### config.mk
export PLATFORM = sky130hd
export DESIGN_NAME = fan_drive
export DESIGN_NICKNAME = d
export VERILOG_FILES = /design/src/rtl/fan_drive_pkg.sv /design/src/rtl/fan_drive_tick_gen.sv /design/src/rtl/fan_drive.sv
export SDC_FILE = /design/constraint.sdc
export NUM_CORES = 1
export LEC_CHECK = 0
export BUFFER_PORTS_ARGS = -buffer_cell sky130_fd_sc_hd__buf_2
export CORE_ASPECT_RATIO = 1.25
export CORE_MARGIN = 4
export CORE_UTILIZATION = 62
export CTS_CLUSTER_SIZE = 30
export DETAILED_ROUTE_END_ITERATION = 10
export PLACE_DENSITY = 0.9
export SLEW_MARGIN = 20
export SYNTH_ARGS = -nofsm -noshare
export SYNTH_HDL_FRONTEND = slang
export SYNTH_SLANG_ARGS = --single-unit
### constraint.sdc
create_clock -name i_clk -period 3.7 [get_ports i_clk]
set_input_delay 0.37 -clock i_clk [delete_from_list [all_inputs] [get_ports i_clk]]
set_output_delay 0.37 -clock i_clk [all_outputs]
set_load 0.005 [all_outputs]
### src/rtl/fan_drive_pkg.sv
// Shared definitions for the fan drive: timer-state encodings, duty and preset tables.
package fan_drive_pkg;

   typedef logic [1:0] timer_state_t;

   localparam timer_state_t ST_IDLE   = 2'd0;
   localparam timer_state_t ST_ARMED  = 2'd1;
   localparam timer_state_t ST_EXPIRE = 2'd2;

   localparam logic [6:0] PWM_LAST = 7'd99;

   function automatic logic [6:0] duty_of(input logic [1:0] level);
      case (level)
         2'd0:    duty_of = 7'd0;
         2'd1:    duty_of = 7'd33;
         2'd2:    duty_of = 7'd66;
         default: duty_of = 7'd100;
      endcase
   endfunction

   function automatic logic [8:0] preset_of(input logic [1:0] idx);
      case (idx)
         2'd0:    preset_of = 9'd0;
         2'd1:    preset_of = 9'd60;
         2'd2:    preset_of = 9'd180;
         default: preset_of = 9'd300;
      endcase
   endfunction

endpackage

### src/rtl/fan_drive_tick_gen.sv
// Free-running divider producing a one-cycle tick every DIV clocks; clear restarts the count.
module tick_gen #(
   parameter int DIV = 2
) (
   input  logic i_clk,
   input  logic i_reset,
   input  logic clear,
   output logic tick
);

   localparam int W = (DIV > 1) ? $clog2(DIV) : 1;
   localparam logic [W-1:0] LAST = W'(DIV - 1);

   logic [W-1:0] cnt;

   always_ff @(posedge i_clk or posedge i_reset) begin
      if (i_reset)
         cnt <= '0;
      else if (clear || cnt == LAST)
         cnt <= '0;
      else
         cnt <= cnt + 1'b1;
   end

   assign tick = (cnt == LAST);

endmodule

### src/rtl/fan_drive.sv
// Fan motor drive: soft-start duty ramp, glitch-free PWM and a preset off-timer.
module fan_drive
   import fan_drive_pkg::*;
#(
   parameter int PWM_DIV  = 1000,
   parameter int RAMP_DIV = 100000,
   parameter int SEC_DIV  = 100000000
) (
   input  logic       i_clk,
   input  logic       i_reset,
   input  logic [1:0] i_fanState,
   input  logic       i_button_T,
   output logic       o_pwm,
   output logic [6:0] o_duty,
   output logic       o_ramping,
   output logic [8:0] o_remain_sec,
   output logic [1:0] o_timerSel,
   output logic       o_fanOff
);

   logic         pwm_tick;
   logic         ramp_tick;
   logic         sec_tick;
   logic         sec_clear;
   logic         press_ok;
   logic [1:0]   next_sel;
   logic [6:0]   target;
   logic [6:0]   pwm_cnt;
   logic [6:0]   duty_lat;
   timer_state_t state;

   tick_gen #(.DIV(PWM_DIV))  u_pwm_tick  (.i_clk(i_clk), .i_reset(i_reset), .clear(1'b0),     .tick(pwm_tick));
   tick_gen #(.DIV(RAMP_DIV)) u_ramp_tick (.i_clk(i_clk), .i_reset(i_reset), .clear(1'b0),     .tick(ramp_tick));
   tick_gen #(.DIV(SEC_DIV))  u_sec_tick  (.i_clk(i_clk), .i_reset(i_reset), .clear(sec_clear), .tick(sec_tick));

   assign target    = duty_of(i_fanState);
   assign o_ramping = (o_duty != target);

   always_ff @(posedge i_clk or posedge i_reset) begin
      if (i_reset)
         o_duty <= 7'd0;
      else if (target == 7'd0)
         o_duty <= 7'd0;
      else if (ramp_tick && o_duty < target)
         o_duty <= o_duty + 7'd1;
      else if (ramp_tick && o_duty > target)
         o_duty <= o_duty - 7'd1;
   end

   // Duty is only sampled at the period boundary so a pulse is never truncated mid-period.
   always_ff @(posedge i_clk or posedge i_reset) begin
      if (i_reset) begin
         pwm_cnt  <= 7'd0;
         duty_lat <= 7'd0;
      end else if (pwm_tick) begin
         if (pwm_cnt == PWM_LAST) begin
            pwm_cnt  <= 7'd0;
            duty_lat <= o_duty;
         end else begin
            pwm_cnt <= pwm_cnt + 7'd1;
         end
      end
   end

   assign o_pwm = (pwm_cnt < duty_lat);

   assign press_ok  = i_button_T && (i_fanState != 2'd0) && (state != ST_EXPIRE);
   assign next_sel  = o_timerSel + 2'd1;
   assign sec_clear = press_ok && (next_sel != 2'd0);
   assign o_fanOff  = (state == ST_EXPIRE);

   // A press takes priority over the countdown, so a press on the last second reloads instead of expiring.
   always_ff @(posedge i_clk or posedge i_reset) begin
      if (i_reset) begin
         state        <= ST_IDLE;
         o_timerSel   <= 2'd0;
         o_remain_sec <= 9'd0;
      end else begin
         case (state)
            ST_IDLE, ST_ARMED: begin
               if (i_fanState == 2'd0) begin
                  state        <= ST_IDLE;
                  o_timerSel   <= 2'd0;
                  o_remain_sec <= 9'd0;
               end else if (press_ok) begin
                  o_timerSel   <= next_sel;
                  o_remain_sec <= preset_of(next_sel);
                  state        <= (next_sel == 2'd0) ? ST_IDLE : ST_ARMED;
               end else if (state == ST_ARMED && sec_tick) begin
                  if (o_remain_sec <= 9'd1) begin
                     o_remain_sec <= 9'd0;
                     state        <= ST_EXPIRE;
                  end else begin
                     o_remain_sec <= o_remain_sec - 9'd1;
                  end
               end
            end
            default: begin
               state        <= ST_IDLE;
               o_timerSel   <= 2'd0;
               o_remain_sec <= 9'd0;
            end
         endcase
      end
   end

endmodule

# Word level (Yosys, flattened, before mapping)
# Cells that the tools add are included.
# word_totals
ff_bits	88
latchBits	0
mem_bits_rw	0
romBits	0
inputBits	5
out_inout_bits	21
elab_cells	76
n_memories	0
# classes
add_sub_neg	8
n_mul	0
div	0
n_lt_le_gt_ge	4
eq_ne	15
shifts	0
mux	23
n_bitwise	0
n_reduce_logical	17
# op_table
op	n
two-way mux 9 bit	5
two-way mux 7 bit	4
adder 27 x 1 -> 27 bit (second input constant)	1
equality test 27 bit (second input constant)	1
two-way mux 27 bit	1
case mux 9 bit (3 select lines)	1
case mux 7 bit (3 select lines)	1
adder 17 x 1 -> 17 bit (second input constant)	1
equality test 17 bit (second input constant)	1
two-way mux 17 bit	1
two-way mux 2 bit	8
adder 7 x 1 -> 7 bit (second input constant)	2
less-than comparator 7 bit	2
adder 10 x 1 -> 10 bit (second input constant)	1
equality test 10 bit (second input constant)	1
two-way mux 10 bit	1
<= comparator 9 x 1 -> 1 bit (second input constant)	1
subtractor 9 x 1 -> 9 bit (second input constant)	1
!= test 4 bit (second input constant)	2
equality test 7 bit (second input constant)	1
greater-than comparator 7 bit	1
zero test 7 bit	1
!= test 7 bit	1
subtractor 7 x 1 -> 7 bit (second input constant)	1
other kinds (13)	26

# Depth between registers and ports, before layout
# logic_depth
depth_word	7
mapped_depth	13
depth_no_buf	13

# By module
# A second synthesis with hierarchy kept.
# hier_totals
cells_unflattened	554
hier_area_um2	5215.0
# by_module_without_submodules
mod	instances	cells_each	area_per_inst_um2	seq_area_each_um2
fan_drive	1	253	2318.5	850.8
tick_gen at u_sec_tick	1	154	1473.9	675.6
tick_gen at u_ramp_tick	1	90	877.1	425.4
tick_gen at u_pwm_tick	1	57	545.5	250.2

# Worst setup path before layout
# OpenSTA, ideal clock, no wires.
# synth_timing
path_type	flip-flop to flip-flop
from	reg o_duty[2]
to	reg o_duty[5]
setup_time_ns	0.073
t_arrival_ns	2.858
setup_slack_ns	0.769
stages_incl_launch_ff	11
cell_sequence	dfrtp_1 ha_1 or4_4 a21oi_1 nand3_1 ha_1 a21oi_1 a21oi_1 o21ai_0 or3b_1 a21oi_2
# synth_via
elab_chain_len	4
word_cells_on_any_way	10
# synth_rtl
item	line_no	source
start, declared	fan_drive.sv:14	output logic [6:0] o_duty,
start signal, assigned	fan_drive.sv:45	o_duty <= o_duty + 7'd1;
start signal, assigned	fan_drive.sv:47	o_duty <= o_duty - 7'd1;
subtractor 7 x 1 -> 7 bit or less-than comparator 7 bit (tied branches)	fan_drive.sv:47, fan_drive.sv:44	
two-way mux 7 bit or logical AND 1 bit (tied branches)	fan_drive.sv:46, fan_drive.sv:44	
two-way mux 7 bit	fan_drive.sv:44	else if (ramp_tick && o_duty < target)
two-way mux 7 bit	fan_drive.sv:42	else if (target == 7'd0)
# Several ways; a longest one is shown, not always the timed one. The select of a mux whose other input is x is not followed.
# A chain may end at the register's enable or synchronous reset.

# Worst setup path in the final report
# Same ends and word-level chain as after synthesis.

==> results.py <==
metrics = {
    "floorplan": {
        "rows": 36,
        "ios": 26,
        "die_w_um": 88.2,
        "start_util": 0.639,
        "core_sq_mm": 0.00779,
        "dieArea_sq_mm": 0.00954,
        "die_h_um": 108,
    },
    "power": {
        "vdd_drop_max_uv": 343,
        "power_frac_comb": 0.130,
        "p_seq_frac": 0.516,
        "p_int_mw": 1.49,
        "p_leak_nw": 2.56,
        "clkPwrFrac": 0.355,
        "p_per_area_mw_per_mm2": 377,
        "power.switching_mw": 0.557,
        "swShare": 0.272,
    },
    "critical_path": {
        "crit_end": "o_duty[5]",
        "criticalPathCategory": "reg -> reg",
        "start_kind": "flop",
        "cp.required_ns": 4.00,
        "reg2reg_to": "o_duty[5]",
        "crit_start": "o_duty[2]",
        "timing.rr.start": "o_duty[2]",
        "r2r_setup_slack_ns": 0.44,
        "end_kind": "flop",
        "critPathArrivalTime_ns": 3.56,
        "path_max_fanout": 8,
        "r2r_cells": 10,
    },
    "global_route": {
        "busiest_layer": "met2",
        "track_usage": 0.222,
        "grt_max_degree": 48,
        "use_met2": 0.371,
        "first_global_vias": 3749,
        "antenna_found_initial": 0,
        "grt_pass1_wl_mm": 16.8,
        "use_met1": 0.278,
        "use_met3": 0.0473,
        "overflow": 0,
    },
    "placed_design": {
        "place.gp.congestion": 0.949,
        "io_buffers": 25,
        "place_ws_ns": 0.389,
        "dp_hpwl_mm": 6.93,
    },
    "logic_synthesis": {
        "netlist_instances": 504,
        "yosys_warnings": 0,
        "synth_edf_count": 0,
        "synth-main-ff-cell": "dfrtp_1",
        "syn-num-nets": 539,
        "async_flop_share": 1.00,
        "netlist_area_sq_mm": 0.00498,
        "ys_seq_elements": 88,
        "ys_types": 58,
        "syn_avg_cell_area_sq_um": 9.88,
        "ys_seq_area_frac": 0.442,
    },
    "timing": {
        "setup_viol": 0,
        "rsz0062_at_grt": "no",
        "max_slew.worst_pin.slew_ns": 1.04,
        "slew_headroom": 0.309,
        "slew_viol_final": 0,
        "setup_tns_ns": 0,
        "fin_worst_skew_ns": 0.00962,
        "hold_violations": 0,
        "finalCriticalPeriod_ns": 3.26,
        "fmax_mhz": 306,
        "setup_ws_ns": 0.435,
        "whs_ns": 0.133,
        "period_share": 0.882,
    },
    "cts": {
        "cts_setup_buffers": 0,
        "cts_tree": "built",
        "cts_inserted_buffers": 9,
        "cts-htree-levels": 3,
        "cts_root_buf": "clkbuf_8",
        "insertion_delay_ns": 0.36,
        "clock_sinks": 88,
        "path_clk_slew_ns": 0.09,
        "holdBufCountCts": 0,
        "clock_path_buffers": 2,
        "ctsResizeCount": 0,
    },
    "layout": {
        "syn_to_final_growth_pct": 9.02,
        "insertedDiodeCount": 0,
        "fin_nets": 569,
        "fillCellCount": 565,
        "drive_gt1_frac": 0.121,
    },
    "routing": {
        "wl_per_cell_um": 15.1,
        "drtIter0Drc": 127,
        "first_pass_iters": 4,
        "via_count": 3712,
        "route.detailed.drc": 0,
        "ant_nets": 0,
        "via_per_inst": 5.85,
        "finalWirelength_mm": 9.60,
    },
    "job": {
        "cap_violations": 0,
    },
    "worst_hold_path": {
        "hp-class": "in -> async",
    },
    "status": {
        "status": "finished, final reports clean",
    },
}
==> power by group through the flow <==
stage	Combinational, mW	Clock [mW]	Sequential [mW]
floorplan	0.196	0	1.07
global placement	0.257	0	1.07
detailed placement	0.266	0	1.08
CTS	0.268	0.747	1.06
global route	0.305	0.785	1.07
finish	0.266	0.727	1.06
==> cells by family after synthesis <==
logic type	after synthesis	share of synthesized area
AOI/OAI and AO/OA	47	0.0744
xor gates and xnor gates	58	0.102
adders and majority gates	30	0.0769
buffers and inverters	34	0.0276
DFF	88	0.442
muxes	18	0.0382
and+or+nand+nor	229	0.239
==> per-stage QoR <==
step	power [mW]	cells	utilization	cell area [sq um]
global placement	1.33	618	0.668	5200
global route	2.16	634	0.697	5430
finish	2.05	634	0.697	5430
CTS	2.07	634	0.696	5420
detailed placement	1.34	618	0.668	5200
floorplan	1.26	504	-	4980
==> cell usage in the layout, fill, tap and decap left out, types with 2 or more instances in the layout <==
| master | count |
|---|---|
| a211oi_1 | 4 |
| a21boi_0 | 2 |
| a21o_1 | 4 |
| a21oi_1 | 8 |
| and2_1 | 4 |
| and3_1 | 14 |
| and4_1 | 5 |
| and4b_1 | 2 |
| buf_2 | 25 |
| buf_4 | 3 |
| bufinv_16 | 2 |
| clkbuf_8 | 9 |
| clkinvlp_4 | 3 |
| dfrtp_1 | 88 |
| ha_1 | 29 |
| inv_1 | 24 |
| mux2_2 | 8 |
| mux2i_1 | 10 |
| nand2_1 | 36 |
| nand2b_1 | 4 |
| nand3_1 | 29 |
| nand4_1 | 14 |
| nor2_1 | 76 |
| nor2b_1 | 6 |
| nor3_1 | 10 |
| nor3b_1 | 3 |
| nor4_1 | 5 |
| nor4b_1 | 3 |
| nor4bb_1 | 3 |
| o211ai_1 | 3 |
| o21a_1 | 2 |
| o21ai_0 | 8 |
| o22ai_1 | 2 |
| o31a_1 | 2 |
| or2_2 | 2 |
| or3_1 | 3 |
| xnor2_1 | 27 |
| xor2_1 | 31 |
==> flip-flops by register name, summed over array words and instances (netlist names) <==
register and count:
u_sec_tick.cnt 27, u_ramp_tick.cnt 17, u_pwm_tick.cnt 10, o_remain_sec 9, duty_lat 7, o_duty 7
pwm_cnt 7, o_timerSel 2, state 2
==> routing by layer <==
layer | up-vias | wire length, um
met5 | - | 0
met4 | 0 | 155
met3 | 17 | 407
met2 | 85 | 4900
met1 | 1799 | 4130
li1 | 1811 | -
==> Yosys cell counts (all sizes together) (8+ instances only) <==
library cell	number	area (sq um)
nand2	36	135
dfrtp	88	2200
inv	25	93.8
mux2i	10	100
ha	29	363
nor3	11	60.1
and3	14	87.6
xor2	31	272
nand3	30	155
mux2	8	90.1
a21oi	9	48.8
nand4	14	87.6
o21ai	11	70.1
xnor2	27	236
nor2	76	285
==> worst max-delay path: stages (launching register included) <==
cell and delay (ns):
dfrtp_1 0.48, ha_1 0.25, or4_4 0.56, a21oi_1 0.23, nand3_1 0.31, ha_1 0.42
a21oi_1 0.20, a21oi_1 0.12, o21ai_0 0.15, or3b_1 0.37, a21oi_2 0.13
==> how the worst min path moves through the flow <==
| stage | from | to | slack (ns) | depth (start not counted) |
|---|---|---|---|---|
| floorplan | u_pwm_tick.cnt[0] | u_pwm_tick.cnt[0] | 0.45 | 1 |
| global placement | u_pwm_tick.cnt[0] | u_pwm_tick.cnt[0] | 0.46 | 1 |
| detailed placement | u_pwm_tick.cnt[0] | u_pwm_tick.cnt[0] | 0.48 | 1 |
| CTS | i_reset | u_sec_tick.cnt[24] | 0.13 | 2 |
| global route | i_reset | u_ramp_tick.cnt[4] | 0.16 | 2 |
| finish | i_reset | u_ramp_tick.cnt[4] | 0.13 | 2 |
==> final cells by class <==
| class | instances | area, sq um | share of cell area |
|---|---|---|---|
| clock buffers | 10 | 128 | 0.0235 |
| flip-flops and latches | 88 | 2200 | 0.406 |
| well taps | 95 | 119 | 0.0219 |
| inverters | 25 | 95.1 | 0.0175 |
| repair buffers | 28 | 148 | 0.0272 |
| multi-input cells | 382 | 2650 | 0.488 |
| clock inverters | 6 | 91.3 | 0.0168 |
Power figures use the tool's default switching activity.
